==> config.mk <==
export PLATFORM = sky130hd
export DESIGN_NAME = axi4_lite_write_aligner
export DESIGN_NICKNAME = d
export VERILOG_FILES = /design/src/rtl/axi4_lite_pkg.sv /design/src/rtl/axi4_lite_fifo.sv /design/src/rtl/axi4_lite_write_aligner.sv
export SDC_FILE = /design/constraint.sdc
export NUM_CORES = 1
export LEC_CHECK = 0
export ABC_AREA = 1
export CAP_MARGIN = 10
export CORE_MARGIN = 1.5
export CORE_UTILIZATION = 40
export DETAILED_ROUTE_END_ITERATION = 7
export DONT_BUFFER_PORTS = 1
export GPL_TIMING_DRIVEN = 0
export PLACE_DENSITY = 0.66
export SLEW_MARGIN = 25
export SYNTH_ARGS = -nofsm -noshare
export SYNTH_HDL_FRONTEND = slang
export SYNTH_HIERARCHICAL = 1
export SYNTH_SLANG_ARGS = --single-unit
==> constraint.sdc <==
create_clock -name clk_i -period 1.7 [get_ports clk_i]
set_input_delay 0.085 -clock clk_i [delete_from_list [all_inputs] [get_ports clk_i]]
set_output_delay 0.085 -clock clk_i [all_outputs]
set_load 0.01 [all_outputs]
==> src/rtl/axi4_lite_pkg.sv <==
// axi4_lite_pkg: AXI4-Lite response type and codes shared with the write manager
package axi4_lite_pkg;
   typedef logic [1:0] axi4_lite_resp_t;
   localparam axi4_lite_resp_t AXI4_LITE_OKAY   = 2'b00;
   localparam axi4_lite_resp_t AXI4_LITE_SLVERR = 2'b10;
endpackage

==> src/rtl/axi4_lite_fifo.sv <==
// axi4_lite_fifo: registered, non-fall-through FIFO; full FIFO refuses push even on a same-cycle pop
module axi4_lite_fifo #(
   parameter int WIDTH = 8,
   parameter int DEPTH = 2
) (
   input  logic             clk_i,
   input  logic             rst_clk_i,
   input  logic             push_i,
   input  logic [WIDTH-1:0] data_i,
   input  logic             pop_i,
   output logic [WIDTH-1:0] data_o,
   output logic             full_o,
   output logic             empty_o
);
   localparam int PW = $clog2(DEPTH);
   localparam int CW = $clog2(DEPTH + 1);
   logic [WIDTH-1:0] mem [DEPTH];
   logic [PW-1:0] wr_ptr, rd_ptr;
   logic [CW-1:0] count;
   logic do_push, do_pop;
   assign full_o  = count == CW'(DEPTH);
   assign empty_o = count == '0;
   assign do_push = push_i && !full_o;
   assign do_pop  = pop_i && !empty_o;
   assign data_o  = mem[rd_ptr];
   always_ff @(posedge clk_i or negedge rst_clk_i)
      if (!rst_clk_i) begin
         wr_ptr <= '0;
         rd_ptr <= '0;
         count  <= '0;
         for (int i = 0; i < DEPTH; i++) mem[i] <= '0;
      end else begin
         if (do_push) begin
            mem[wr_ptr] <= data_i;
            wr_ptr      <= wr_ptr + PW'(1);
         end
         if (do_pop) rd_ptr <= rd_ptr + PW'(1);
         count <= count + CW'(do_push) - CW'(do_pop);
      end
endmodule

==> src/rtl/axi4_lite_write_aligner.sv <==
// axi4_lite_write_aligner: buffers AW and W independently and re-presents them as pairs
module axi4_lite_write_aligner
   import axi4_lite_pkg::*;
#(
   parameter int ADDRESS_SIZE    = 4,
   parameter int DATA_SIZE       = 32,
   parameter int DEPTH           = 2,
   parameter int MAX_OUTSTANDING = 4
) (
   input  logic                                 clk_i,
   input  logic                                 rst_clk_i,
   input  logic [ADDRESS_SIZE-1:0]              s_write_address_i,
   input  logic                                 s_write_address_valid_i,
   output logic                                 s_write_address_ready_o,
   input  logic [DATA_SIZE-1:0]                 s_write_data_i,
   input  logic [DATA_SIZE/8-1:0]               s_write_data_strobe_i,
   input  logic                                 s_write_data_valid_i,
   output logic                                 s_write_data_ready_o,
   output axi4_lite_resp_t                      s_write_response_o,
   output logic                                 s_write_response_valid_o,
   input  logic                                 s_write_response_ready_i,
   output logic [ADDRESS_SIZE-1:0]              m_write_address_o,
   output logic                                 m_write_address_valid_o,
   input  logic                                 m_write_address_ready_i,
   output logic [DATA_SIZE-1:0]                 m_write_data_o,
   output logic [DATA_SIZE/8-1:0]               m_write_data_strobe_o,
   output logic                                 m_write_data_valid_o,
   input  logic                                 m_write_data_ready_i,
   input  axi4_lite_resp_t                      m_write_response_i,
   input  logic                                 m_write_response_valid_i,
   output logic                                 m_write_response_ready_o,
   output logic [$clog2(MAX_OUTSTANDING+1)-1:0] outstanding_o,
   output logic                                 error_o
);
   localparam int SW = DATA_SIZE / 8;
   localparam int OW = $clog2(MAX_OUTSTANDING + 1);
   localparam logic [OW-1:0] MAX_CNT = OW'(MAX_OUTSTANDING);
   logic aw_full, aw_empty, w_full, w_empty;
   logic aw_sent, w_sent, pair_avail, aw_hs, w_hs, retire, b_hs;
   logic [DATA_SIZE+SW-1:0] w_head;
   axi4_lite_fifo #(.WIDTH(ADDRESS_SIZE), .DEPTH(DEPTH)) u_aw_fifo (
      .clk_i(clk_i), .rst_clk_i(rst_clk_i),
      .push_i(s_write_address_valid_i), .data_i(s_write_address_i),
      .pop_i(retire), .data_o(m_write_address_o),
      .full_o(aw_full), .empty_o(aw_empty)
   );
   axi4_lite_fifo #(.WIDTH(DATA_SIZE + SW), .DEPTH(DEPTH)) u_w_fifo (
      .clk_i(clk_i), .rst_clk_i(rst_clk_i),
      .push_i(s_write_data_valid_i), .data_i({s_write_data_strobe_i, s_write_data_i}),
      .pop_i(retire), .data_o(w_head),
      .full_o(w_full), .empty_o(w_empty)
   );
   assign {m_write_data_strobe_o, m_write_data_o} = w_head;
   assign s_write_address_ready_o = !aw_full;
   assign s_write_data_ready_o    = !w_full;
   assign pair_avail              = !aw_empty && !w_empty && (outstanding_o < MAX_CNT);
   assign m_write_address_valid_o = pair_avail && !aw_sent;
   assign m_write_data_valid_o    = pair_avail && !w_sent;
   assign aw_hs                   = m_write_address_valid_o && m_write_address_ready_i;
   assign w_hs                    = m_write_data_valid_o && m_write_data_ready_i;
   // pair_avail cannot drop while a half is sent: nothing pops and the counter only rises on retire
   assign retire                  = (aw_hs || aw_sent) && (w_hs || w_sent);
   assign s_write_response_o       = m_write_response_i;
   assign s_write_response_valid_o = m_write_response_valid_i;
   assign m_write_response_ready_o = s_write_response_ready_i;
   assign b_hs                     = m_write_response_valid_i && s_write_response_ready_i;
   always_ff @(posedge clk_i or negedge rst_clk_i)
      if (!rst_clk_i) begin
         aw_sent       <= 1'b0;
         w_sent        <= 1'b0;
         outstanding_o <= '0;
         error_o       <= 1'b0;
      end else begin
         aw_sent <= !retire && (aw_sent || aw_hs);
         w_sent  <= !retire && (w_sent || w_hs);
         if (retire && !b_hs) outstanding_o <= outstanding_o + OW'(1);
         else if (b_hs && !retire && outstanding_o != '0) outstanding_o <= outstanding_o - OW'(1);
         if (b_hs && !retire && outstanding_o == '0) error_o <= 1'b1;
      end
endmodule
Word-level counts from Yosys, hierarchy flattened
Index checks and enable logic that the tools add are counted.
{ "totals": {"word_cells": 86, "register_bits": 94, "romBits": 0, "n_memories": 0, "out_inout_bits": 52, "latch_bits": 0, "mem_bits_rw": 0, "input_bits": 50} }
{ "classes": {"n_div": 0, "mux": 14, "n_addsub": 10, "shifts": 0, "order_cmp": 7, "reduce_logical": 35, "bitwise": 4, "mul": 0, "eq_ne": 2} }
{ "ops": {"columns": ["op", "n"], "rows": [
  ["$mux W36", 4],
  ["$bwmux W72", 1],
  ["$demux W36 S1", 1],
  ["$logic_and A1 B1 Y1", 20],
  ["$mux W4", 4],
  ["$bwmux W8", 1],
  ["$ge A2 B2 Y1 const B", 4],
  ["$logic_not A1 Y1", 8],
  ["$not A1 Y2", 4],
  ["$mux W3", 2],
  ["$add A1 B1 Y1 const B", 4],
  ["$add A2 B1 Y2", 2],
  ["$demux W4 S1", 1],
  ["$eq A2 B2 Y1 const B", 2],
  ["$logic_not A2 Y1", 2],
  ["$lt A2 B1 Y1 const B", 2],
  ["$sub A2 B1 Y2", 2],
  ["$add A3 B1 Y3 const B", 1],
  ["$logic_not A3 Y1", 1],
  ["$lt A3 B3 Y1 const B", 1],
  ["$reduce_bool A3 Y1", 1],
  ["$sub A3 B1 Y3 const B", 1],
  ["$logic_or A1 B1 Y1", 2],
  ["$reduce_bool A2 Y1", 1]
]} }

Longest topological paths before layout
{ "depth": {"depth_word": 13, "depth_mapped": 16, "depth_no_buf": 16} }

Hierarchy
Netlist, hierarchy kept.
{ "modules_own_cells": {"columns": ["mod", "seq_area_each_um2", "area_each_um2", "n_inst", "cells_per_inst"], "rows": [
  ["axi4_lite_fifo (u_w_fifo)", 1901.8, 3694.8, 1, 465],
  ["axi4_lite_fifo (u_aw_fifo)", 300.3, 625.6, 1, 79],
  ["axi4_lite_write_aligner", 150.1, 437.9, 1, 50]
]} }

Least setup slack after synthesis
No wires, ideal clock.
{ "synth_timing": {"path_kind": "reg-to-reg", "start": "register u_w_fifo.count[1]", "end": "register u_aw_fifo.count[1]", "t_required_ps": 1584, "slack_ps": -55, "path_stages_with_launch": 17, "arrival_time_ps": 1638, "period_less_slack_ps": 1755, "path_cell_list": "dfrtp_1 inv_1 nand2_1 inv_1 nor2_4 nand3_2 nand2_4 nand2_4 inv_2 nand2_1 inv_1 ha_1 inv_1 ha_1 inv_1 nand2_1 nand2_1"} }
{ "synth_between": {"elab_chain_len": 10} }
{ "synth_lines": {"columns": ["item", "line_no", "text"], "rows": [
  ["start: declaration", "axi4_lite_fifo.sv:19", "logic [CW-1:0] count;"],
  ["start signal: assignment", "axi4_lite_fifo.sv:38", "count <= count + CW'(do_push) - CW'(do_pop);"],
  ["$logic_not A2 Y1 (*)", "axi4_lite_fifo.sv:22", "assign empty_o = count == '0;"],
  ["via w_empty", "axi4_lite_write_aligner.sv:38", "logic aw_full, aw_empty, w_full, w_empty;"],
  ["$logic_not A1 Y1 (*)", "axi4_lite_write_aligner.sv:56", "assign pair_avail = !aw_empty && !w_empty && (outstanding_o < MAX_CNT);"],
  ["$logic_and A1 B1 Y1 (*) (2 in a row)", "axi4_lite_write_aligner.sv:56", null],
  ["$logic_and A1 B1 Y1, on equally long branches", "axi4_lite_write_aligner.sv:57, axi4_lite_write_aligner.sv:58", null],
  ["$logic_and A1 B1 Y1, on equally long branches", "axi4_lite_write_aligner.sv:59, axi4_lite_write_aligner.sv:60", null],
  ["$logic_or A1 B1 Y1", "axi4_lite_write_aligner.sv:62", "assign retire = (aw_hs || aw_sent) && (w_hs || w_sent);"],
  ["$logic_and A1 B1 Y1 (*)", "axi4_lite_write_aligner.sv:62", null],
  ["via retire", "axi4_lite_write_aligner.sv:39", "logic aw_sent, w_sent, pair_avail, aw_hs, w_hs, retire, b_hs;"],
  ["$logic_and A1 B1 Y1 (*)", "axi4_lite_fifo.sv:24", "assign do_pop = pop_i && !empty_o;"],
  ["via u_aw_fifo.do_pop", "axi4_lite_fifo.sv:20", "logic do_push, do_pop;"],
  ["$sub A2 B1 Y2 (*)", "axi4_lite_fifo.sv:38", null],
  ["end signal: assignment", "axi4_lite_fifo.sv:38", null],
  ["end: declaration", "axi4_lite_fifo.sv:19", null]
]} }
Mark *: on every way through the listed nets, which the timed path passes. The rest lies on a longest branch.
A chain may end at the register's enable or synchronous reset.

Worst setup path in the final report
{ "layout_timing": {"start": "register u_aw_fifo.count[0]", "end": "register u_aw_fifo.count[1]"} }
{ "layout_between": {"elab_chain_len": 10} }
{ "layout_lines": {"columns": ["item", "line_no"], "rows": [
  ["$logic_not A2 Y1 (*)", "axi4_lite_fifo.sv:22"],
  ["via aw_empty", "axi4_lite_write_aligner.sv:38"],
  ["$logic_not A1 Y1 (*)", "axi4_lite_write_aligner.sv:56"],
  ["$logic_and A1 B1 Y1 (*) (2 in a row)", "axi4_lite_write_aligner.sv:56"],
  ["$logic_and A1 B1 Y1, on equally long branches", "axi4_lite_write_aligner.sv:57, axi4_lite_write_aligner.sv:58"],
  ["$logic_and A1 B1 Y1, on equally long branches", "axi4_lite_write_aligner.sv:59, axi4_lite_write_aligner.sv:60"],
  ["$logic_or A1 B1 Y1", "axi4_lite_write_aligner.sv:62"],
  ["$logic_and A1 B1 Y1 (*)", "axi4_lite_write_aligner.sv:62"],
  ["via retire", "axi4_lite_write_aligner.sv:39"],
  ["$logic_and A1 B1 Y1 (*)", "axi4_lite_fifo.sv:24"],
  ["via u_aw_fifo.do_pop", "axi4_lite_fifo.sv:20"],
  ["$sub A2 B1 Y2 (*)", "axi4_lite_fifo.sv:38"]
]} }
Marks and branches as above.

==> reports/results.txt <==
Met2 routed WL = 6590 um
IO buf count = 0
Final hold vios = 94
Die X-Extent = 112 um
Fmax achieved = 538 MHz
Pre-CTS WS = -0.257 ns
Startpoint types = flip-flop
Yosys top cell area share = 49.4%
Largest net degree at the start of global routing = 95
Antenna violation net count after detailed routing = 0
Max_cap viols = 0
TritonCTS Buffers = 9
Worst Tran Pin Value = 0.258 ns
Most common cell after layout, fill and taps aside = nand2_1
Mapped cell area = 0.00476 sq mm
Area after DPL = 0.00495 sq mm
Mapped Nets = 649
Top sig layer = met4
Leakage power = 3.21 nW
Ant. Diodes = 0
Met3 wire length = 826 um
Die outline area = 0.0126 sq mm
Nets = 735
Routability cong. = 0.764
Clock sinks = 94
Setup_tns = -0.490 ns
Placed wire-length estimate = 8360 um
Starting Density = 41.3%
Post-synthesis sequential area ratio = 49.4%
Tcrit/Tclk final = 109%
Drt first-iter violations = 314
Clk_skew = 0.00670 ns
Vias in the first global route = 4258
Number of synthesis warnings = 6
CP required = 1.93 ns
M1 wire length = 5500 um
Final setup vio count = 6
Boundary Pins = 102
Clock Latency Late Sink = 0.33 ns
Row cnt = 39
Synth area leader = dfrtp_1
Fin worst setup slack = -0.160 ns
Via count = 4354
Clock period minus final worst setup slack = 1.86 ns
Maximum vdd drop = 1.11 mV
Drt pass-1 iters = 8
Tot GR Track Use = 20.7%
CTS Buffer Depth = 2
Cells after DPL = 737
# DRC = 11
CP arrival = 2.09 ns
FF+latch count, synth = 94
First-pass GRT wire length = 20800 um
Routed wire length = 13100 um
Grt ovf = 0
Pwr dens = 1930 mW/mm^2
Proportion of layout cells with a drive suffix above 1 = 20.0%
Most frequent cells in the layout = nand2_1 (304), dfrtp_1 (94), nand4_1 (80), buf_4 (48), dlygate4sd3_1 (47)
Crit Path Max Fanout = 4
Syn-to-layout area delta = 27.3%
CORE AREA = 0.0115 sq mm
Failing checks = DRC, hold timing, setup timing
Chip height = 112 um
Count of cell types in the netlist = 21
Final Hold Slack = -0.556 ns
Clk pin slew, worst setup/hold paths = 0.06 ns
RSZ-0062 raised after global routing = yes
Max_slew headroom = 82.8%
CTS tree = built
Status = finished, violations left
Synthesized area per cell = 8.01 sq um
Worst setup path category = flip-flop to flip-flop
Finished layout cell area = 0.00606 sq mm
Antenna violations before repair = 0
Post-Syn Instances = 594
CTS H-tree lvls = 3
Via-to-Cell Ratio = 5.26
CP Capture Type = flip-flop
Max-slew violations = 0
Root Buffer = clkbuf_16
Wire per inst = 15.8 um
Post-Layout Cell Count = 827
Largest cells by area after synthesis = dfrtp_1 (49%), nand2_1 (25%), nand4_1 (11%)
HP Class = input pin to async pin
-- cell families after synthesis --
| kind of cell | after synthesis | share of synthesized area (%) |
|---|---|---|
| simple gates | 419 | 40.1 |
| buf+inv | 72 | 8.55 |
| flops | 94 | 49.4 |
| compound gates | 4 | 0.473 |
| fa+ha+maj | 5 | 1.47 |
-- worst max-delay path, stage by stage, from the launching register on --
cell and delay, ns:
dfrtp_1 0.39, inv_2 0.06, nand2_2 0.08, inv_2 0.04, nor2_4 0.17, nand3_4 0.11, nand2_4 0.10, nand2_4 0.07
inv_6 0.08, nand2_4 0.06, inv_4 0.05, ha_4 0.19, inv_4 0.06, ha_4 0.13, inv_2 0.04, nand2_2 0.06
nand2_2 0.05
-- per-stage QoR --
stage	hold WS, ns	util (%)	total power (W)
floorplan	-0.211	-	0.00757
finish	-0.556	52.6	0.0117
detailed placement	-0.208	43.0	0.00871
CTS	-0.571	51.2	0.0114
global placement	-0.208	43.0	0.00851
global route	-0.575	52.6	0.0126
-- final cells by class --
class	count	area [sq um]
fillers	1050	5460
flip-flops and latches	94	2350
multi-input cells	429	2110
repair buffers	74	677
plain buffers	42	305
clock buffers	12	256
well taps	143	179
inverters	30	130
clock inverters	3	43.8
-- path summary, 6_finish.rpt --
path | startpoint | to | slack [ns] | depth (start not counted)
max in group asynchronous | rst_clk_i | u_w_fifo/mem[2]$_DFFE_PN0P_ | 2.11 | 0
worst max register to register | u_aw_fifo/count[0]$_DFF_PN0_ | u_aw_fifo/count[1]$_DFF_PN0_ | -0.16 | 16
worst min register to register | u_aw_fifo/mem[1]$_DFFE_PN0P_ | u_aw_fifo/mem[1]$_DFFE_PN0P_ | 0.47 | 2
worst min-delay path | rst_clk_i | u_w_fifo/mem[58]$_DFFE_PN0P_ | -0.56 | 0
min in group clk_i | s_write_response_ready_i | error_o$_DFFE_PN0P_ | 0.07 | 4
worst max-delay path | u_aw_fifo/count[0]$_DFF_PN0_ | u_aw_fifo/count[1]$_DFF_PN0_ | -0.16 | 16
-- cell usage after synthesis (all sizes together) --
| cell | instances |
|---|---|
| dfrtp | 94 |
| buf | 40 |
| ha | 4 |
| inv | 30 |
| nand4 | 80 |
| o21bai | 1 |
| clkbuf | 2 |
| fa | 1 |
| nand3 | 15 |
| a21oi | 2 |
| o21ai | 1 |
| nor2 | 3 |
| nand2 | 321 |
-- flip-flops by register name (all words and copies together), names as in the netlist, 2 cells and up --
signal           count
u_w_fifo/mem        72
u_aw_fifo/mem        8
outstanding_o        3
u_aw_fifo/count      2
u_w_fifo/count       2
-- power by group --
part	total, W	internal (W)	switching (W)
clock	0.00204	0.00121	0.000828
sequential	0.00397	0.00331	0.000660
combinational	0.00568	0.00209	0.00359
-- metal layers --
metal / up-vias / GRT usage [%]
met2: 146 / 36.9
li1: 2093 / -
met4: 0 / 5.15
met5: - / 0
met3: 13 / 4.37
met1: 2102 / 25.7
-- repair_timing --
| action | in CTS | in global routing |
|---|---|---|
| resized for setup | 19 | 20 |
| buffers inserted | 18 | 9 |
| gates cloned | 0 | 1 |
| hold buffers | 45 | 2 |
| pin swaps | 16 | 15 |
| setup endpoints to repair | 8 | 20 |
| hold endpoints to repair | 175 | 96 |
No activity file was read; power rests on OpenSTA's default activity.
